[src/rtl/vc_plru_update.sv]
// Read-modify-write sequencer for the victim cache pseudo-LRU bit array.
// Optional VC_PLRU_STATS_EN adds saturating touch/victim counters.
module vc_plru_update #(
  parameter int NUM_WAYS = 4,
  parameter int WAY_W    = $clog2(NUM_WAYS),
  parameter int TREE_W   = NUM_WAYS - 1
) (
  input  logic              clk,
  input  logic              rst,
  input  logic              touch_req,
  input  logic [WAY_W-1:0]  touch_way,
  output logic              touch_ack,
  input  logic              victim_req,
  output logic              victim_ack,
  output logic [WAY_W-1:0]  victim_way,
  output logic              busy,
  output logic              arr_read,
  output logic              arr_load,
  output logic [TREE_W-1:0] arr_datain,
  input  logic [TREE_W-1:0] arr_dataout
`ifdef VC_PLRU_STATS_EN
  ,
  output logic [15:0]       stat_touches,
  output logic [15:0]       stat_victims
`endif
);

  localparam int IDX_W = (TREE_W > 1) ? $clog2(TREE_W) : 1;

  typedef enum logic [1:0] {
    ST_IDLE   = 2'd0,
    ST_READ   = 2'd1,
    ST_UPDATE = 2'd2
  } state_t;

  state_t             state, state_n;
  logic               op_victim;
  logic [WAY_W-1:0]   way_q;
  logic [WAY_W-1:0]   victim_sel;
  logic               accept;

  // Walk from the root: a 0 bit sends the walk left, a 1 bit right.
  function automatic logic [WAY_W-1:0] plru_victim(input logic [TREE_W-1:0] t);
    logic [WAY_W-1:0] w;
    int               node;
    w    = '0;
    node = 0;
    for (int l = 0; l < WAY_W; l++) begin
      w    = w << 1;
      w[0] = t[node[IDX_W-1:0]];
      node = 2 * node + 1 + (t[node[IDX_W-1:0]] ? 1 : 0);
    end
    return w;
  endfunction

  // Every node on the way's path is pointed away from that way.
  function automatic logic [TREE_W-1:0] plru_touch(input logic [TREE_W-1:0] t,
                                                   input logic [WAY_W-1:0]  w);
    logic [TREE_W-1:0] r;
    logic [WAY_W-1:0]  w_sh;
    logic              b;
    int                node;
    r    = t;
    w_sh = w;
    node = 0;
    for (int l = 0; l < WAY_W; l++) begin
      b                   = w_sh[WAY_W-1];
      w_sh                = w_sh << 1;
      r[node[IDX_W-1:0]]  = ~b;
      node                = 2 * node + 1 + (b ? 1 : 0);
    end
    return r;
  endfunction

  assign victim_sel = plru_victim(arr_dataout);

  // Handshake: a request is level-held by the requester until its one-cycle
  // ack; it is sampled only in IDLE, victim taking priority over touch, and
  // must be dropped in the cycle after the ack so it is not served twice.
  assign accept = touch_req | victim_req;

  always_comb begin
    state_n    = state;
    arr_read   = 1'b0;
    arr_load   = 1'b0;
    busy       = 1'b0;
    touch_ack  = 1'b0;
    victim_ack = 1'b0;
    case (state)
      ST_IDLE: begin
        if (accept && !rst) begin
          arr_read = 1'b1;
          state_n  = ST_READ;
        end
      end
      ST_READ: begin
        busy    = 1'b1;
        state_n = ST_UPDATE;
      end
      ST_UPDATE: begin
        busy       = 1'b1;
        arr_read   = 1'b1;
        arr_load   = 1'b1;
        touch_ack  = ~op_victim;
        victim_ack = op_victim;
        state_n    = ST_IDLE;
      end
      default: state_n = ST_IDLE;
    endcase
  end

  always_ff @(posedge clk or posedge rst) begin
    if (rst) begin
      state      <= ST_IDLE;
      op_victim  <= 1'b0;
      way_q      <= '0;
      arr_datain <= '0;
      victim_way <= '0;
    end else begin
      state <= state_n;
      if (state == ST_IDLE && accept) begin
        op_victim <= victim_req;
        way_q     <= touch_way;
      end
      if (state == ST_READ) begin
        if (op_victim) begin
          arr_datain <= plru_touch(arr_dataout, victim_sel);
          victim_way <= victim_sel;
        end else begin
          arr_datain <= plru_touch(arr_dataout, way_q);
        end
      end
    end
  end

`ifdef VC_PLRU_STATS_EN
  always_ff @(posedge clk or posedge rst) begin
    if (rst) begin
      stat_touches <= '0;
      stat_victims <= '0;
    end else begin
      if (touch_ack && stat_touches != 16'hFFFF) stat_touches <= stat_touches + 16'd1;
      if (victim_ack && stat_victims != 16'hFFFF) stat_victims <= stat_victims + 16'd1;
    end
  end
`endif

endmodule

[config.mk]
export PLATFORM = sky130hd
export DESIGN_NAME = vc_plru_update
export DESIGN_NICKNAME = d
export VERILOG_FILES = /design/src/rtl/vc_plru_update.sv
export SDC_FILE = /design/constraint.sdc
export NUM_CORES = 1
export LEC_CHECK = 0
export CAP_MARGIN = 15
export CORE_AREA = 2 2 39 41
export DETAILED_ROUTE_END_ITERATION = 7
export DIE_AREA = 0 0 41 43
export DONT_BUFFER_PORTS = 1
export GPL_TIMING_DRIVEN = 1
export PLACE_DENSITY = 0.54
export SYNTH_ARGS = -nofsm -noshare
export SYNTH_HDL_FRONTEND = slang
export SYNTH_SLANG_ARGS = --single-unit
[constraint.sdc]
create_clock -name clk -period 3.46 [get_ports clk]
set_input_delay 0.692 -clock clk [delete_from_list [all_inputs] [get_ports clk]]
set_output_delay 0.692 -clock clk [all_outputs]
set_load 0.005 [all_outputs]
==> impl_results.md <==
* Dpl cells at 66
* HP Class: input pin to asynchronous set/reset pin
* Grt total ovfl at 0
* Number of global-route vias before repair at 405
* Launching point of the worst reg2reg path: state[1]
* Sequential power share at 44.7%
* Ant diodes at 0
* IO Pins at 19
* Fin crit share at 59.7%
* Input/output buffers at 0
* Commonest cells in the netlist: dfrtp_1 (10), nand2_1 (6), ha_1 (5), mux2_1 (5)
* DIE WIDTH at 41 µm
* Crit start category: flip-flop
* Mean Syn Cell Area at 10.8 µm²
* Max incr delay on CP at 390 ps
* CP bufs+invs at 1
* Fillers at 142
* WP data arrival at 1370 ps
* P&R area growth vs syn at 5.35%
* Worst-skew pair later-pin latency at 260 ps
* First drt pass iteration count at 4
* Initial Util at 40.6%
* Crit-path slowest cell: dfrtp_1
* Pin count of the biggest net entering global routing at 11
* Biggest area consumer among synthesized cells: dfrtp_1
* Unique masters post-synth at 22
* Minimum clock period at 2070 ps
* Vias at 389
* Post-CTS Resized at 0
* Worst-path clk slew at 60 ps
* Flop and latch count out of synthesis at 10
* Worst slew pin tran at 386 ps
* Pins Over Slew Limit at 0
* Net count after synthesis at 66
* Cell with the most instances after synthesis: dfrtp_1
* Avg WL per Cell at 16.0 µm
* Internal cell power at 0.000323 W
* Final Setup Violations at 0
* Status: completed
* Proportion of layout cells with a drive suffix above 1 at 7.55%
* Peak supply drop at 0.277 mV
* Clock power frac at 15.0%
* Die Area at 1760 µm²
* Post-CTS Setup Inserts at 0
* Cell Pwr Density at 886 nW/µm²
* Util after Layout at 42.8%
* Hold Vio Cnt, Final at 0
* Rows at 14
* Clock Skew at 1.57 ps
* Synth top area cells: dfrtp_1 (45%), ha_1 (11%), mux2_1 (10%)
* Post-synth EDFFs at 0
* Initial antenna violation count at 0
* Hpwl dp at 875 µm
* CP cell instances: inv_1 -> ha_1 -> o21ai_1 -> o21bai_1
* Drt drc at 0
* Post-synth ARST share at 100%
* Final ANT Viol Nets at 0
* RSZ-0062 raised after global routing: no
* Multi-input logic area at 288 µm²
* Register area at 250 µm²
* Rel. slew slack at 74.2%
* Combinational Power Share at 40.3%
* Root Buffer: clkbuf_4
* Initial DRC Count at 6
* Synth top area share at 44.5%
* Total GRT Usage at 15.1%
* Crit. Startpoint: state[1]
* Die H at 43 µm
* First-pass GRT wire length at 1730 µm
* Core Region at 1380 µm²
* Clock Sinks at 10
* Clock Tree Buf Depth at 2
* Non-Filler Instances at 69
* Family with the most delay on the worst path: flip-flops
* Setup TNS at 0 ps
* TritonCTS clock tree: built
* Fmax at 0.484 GHz
* CTS Hold Bufs at 0
* Synth Flop Type: dfrtp_1
* Via density at 5.64
* Worst setup path class: flip-flop to output pin
* Max_cap viols at 0
* RePlAce Congestion at 0.715
* Sw Pwr at 0.000202 W
* Crit. End Element: output pin
* Post-Syn Area at 562 µm²
* Sw Share at 38.5%
* Worst EP required at 2770 ps
* H-Tree Level Count at 1
* Sequential area share after synthesis at 44.5%
* P_leak at 0.271 nW
* Worst-path fanout max at 4
* Final nets at 69
* Final wirelength at 1110 µm
* Num CTS Buffers at 3
* Yosys Warn Count at 0
* Post-Synthesis Cells at 52
## layout make-up
class	count	share of cell area (%)
Clock buffer	3	3.81
Inverter	3	1.90
Multi-Input combinational cell	37	48.6
Sequential cell	10	42.3
Tap cell	16	3.38
## per-stage QoR
step,hold slack [ps],power [W],cell area (µm²),setup WS (ps)
final,292,0.000524,592,1390
after global routing,318,0.000576,592,1250
after CTS,297,0.000533,592,1380
after detailed placement,508,0.000451,569,1680
after global placement,497,0.000432,569,1720
after floorplan,479,0.000405,562,1780
## cells by family (layout without fill, tap and decap cells)
kind of cell,count (synthesis),count (layout),share of synthesized area [%]
compound gates,9,9,10.5
xor+xnor,2,2,3.12
fa+ha+maj,5,5,11.1
buf+inv,5,6,4.23
flops,10,10,44.5
mux,8,8,15.6
simple gates,13,13,10.9
## flip-flops by register name, indices dropped and copies added, names as in the netlist
name,count
state,2
victim_way,2
op_victim,1
arr_datain,3
way_q,2
## per-layer routing
metal | share of wire [%] | vias up | GRT usage [%]
met1 | 36 | 190 | 15.3
met3 | 4.8 | 2 | 3.14
met2 | 59 | 16 | 25.6
li1 | - | 181 | -
met5 | 0 | - | 0
met4 | 0.36 | 0 | 10.0
## worst paths after layout
path / end / slack (ps) / cells past startpoint
max: arr_read / 1390 / 4
min: way_q[1] / 290 / 1
max reg2reg: victim_way[1] / 2050 / 4
min reg2reg: state[1] / 520 / 1
max in group asynchronous: op_victim / 2890 / 1
min in group clk: state[1] / 520 / 1
## power groups by stage
| stage | combinational [W] | sequential, W | clock (W) |
|---|---|---|---|
| 2_1_floorplan | 0.000192 | 0.000213 | 0 |
| 3_3_place_gp | 0.000198 | 0.000233 | 0 |
| 3_5_place_dp | 0.000212 | 0.000239 | 0 |
| 4_1_cts | 0.000213 | 0.000237 | 0.0000832 |
| 5_1_grt | 0.000243 | 0.000244 | 0.0000879 |
| 6_report | 0.000211 | 0.000234 | 0.0000786 |
## cell usage in the layout (no fill, tap or decap)
cell / n
o21ai_0: 1
ha_1: 5
mux2_1: 5
nor2_1: 2
clkbuf_4: 3
or2_0: 1
mux2i_1: 2
a31oi_1: 1
and2_1: 1
dfrtp_1: 10
nand2b_1: 2
mux2_2: 1
nand2_1: 6
o221ai_1: 1
nor2b_1: 1
a22o_1: 1
a21o_1: 1
xnor2_1: 2
inv_1: 3
o21ai_1: 3
o21bai_1: 1
Note: power is estimated with default switching activity, not from simulation.
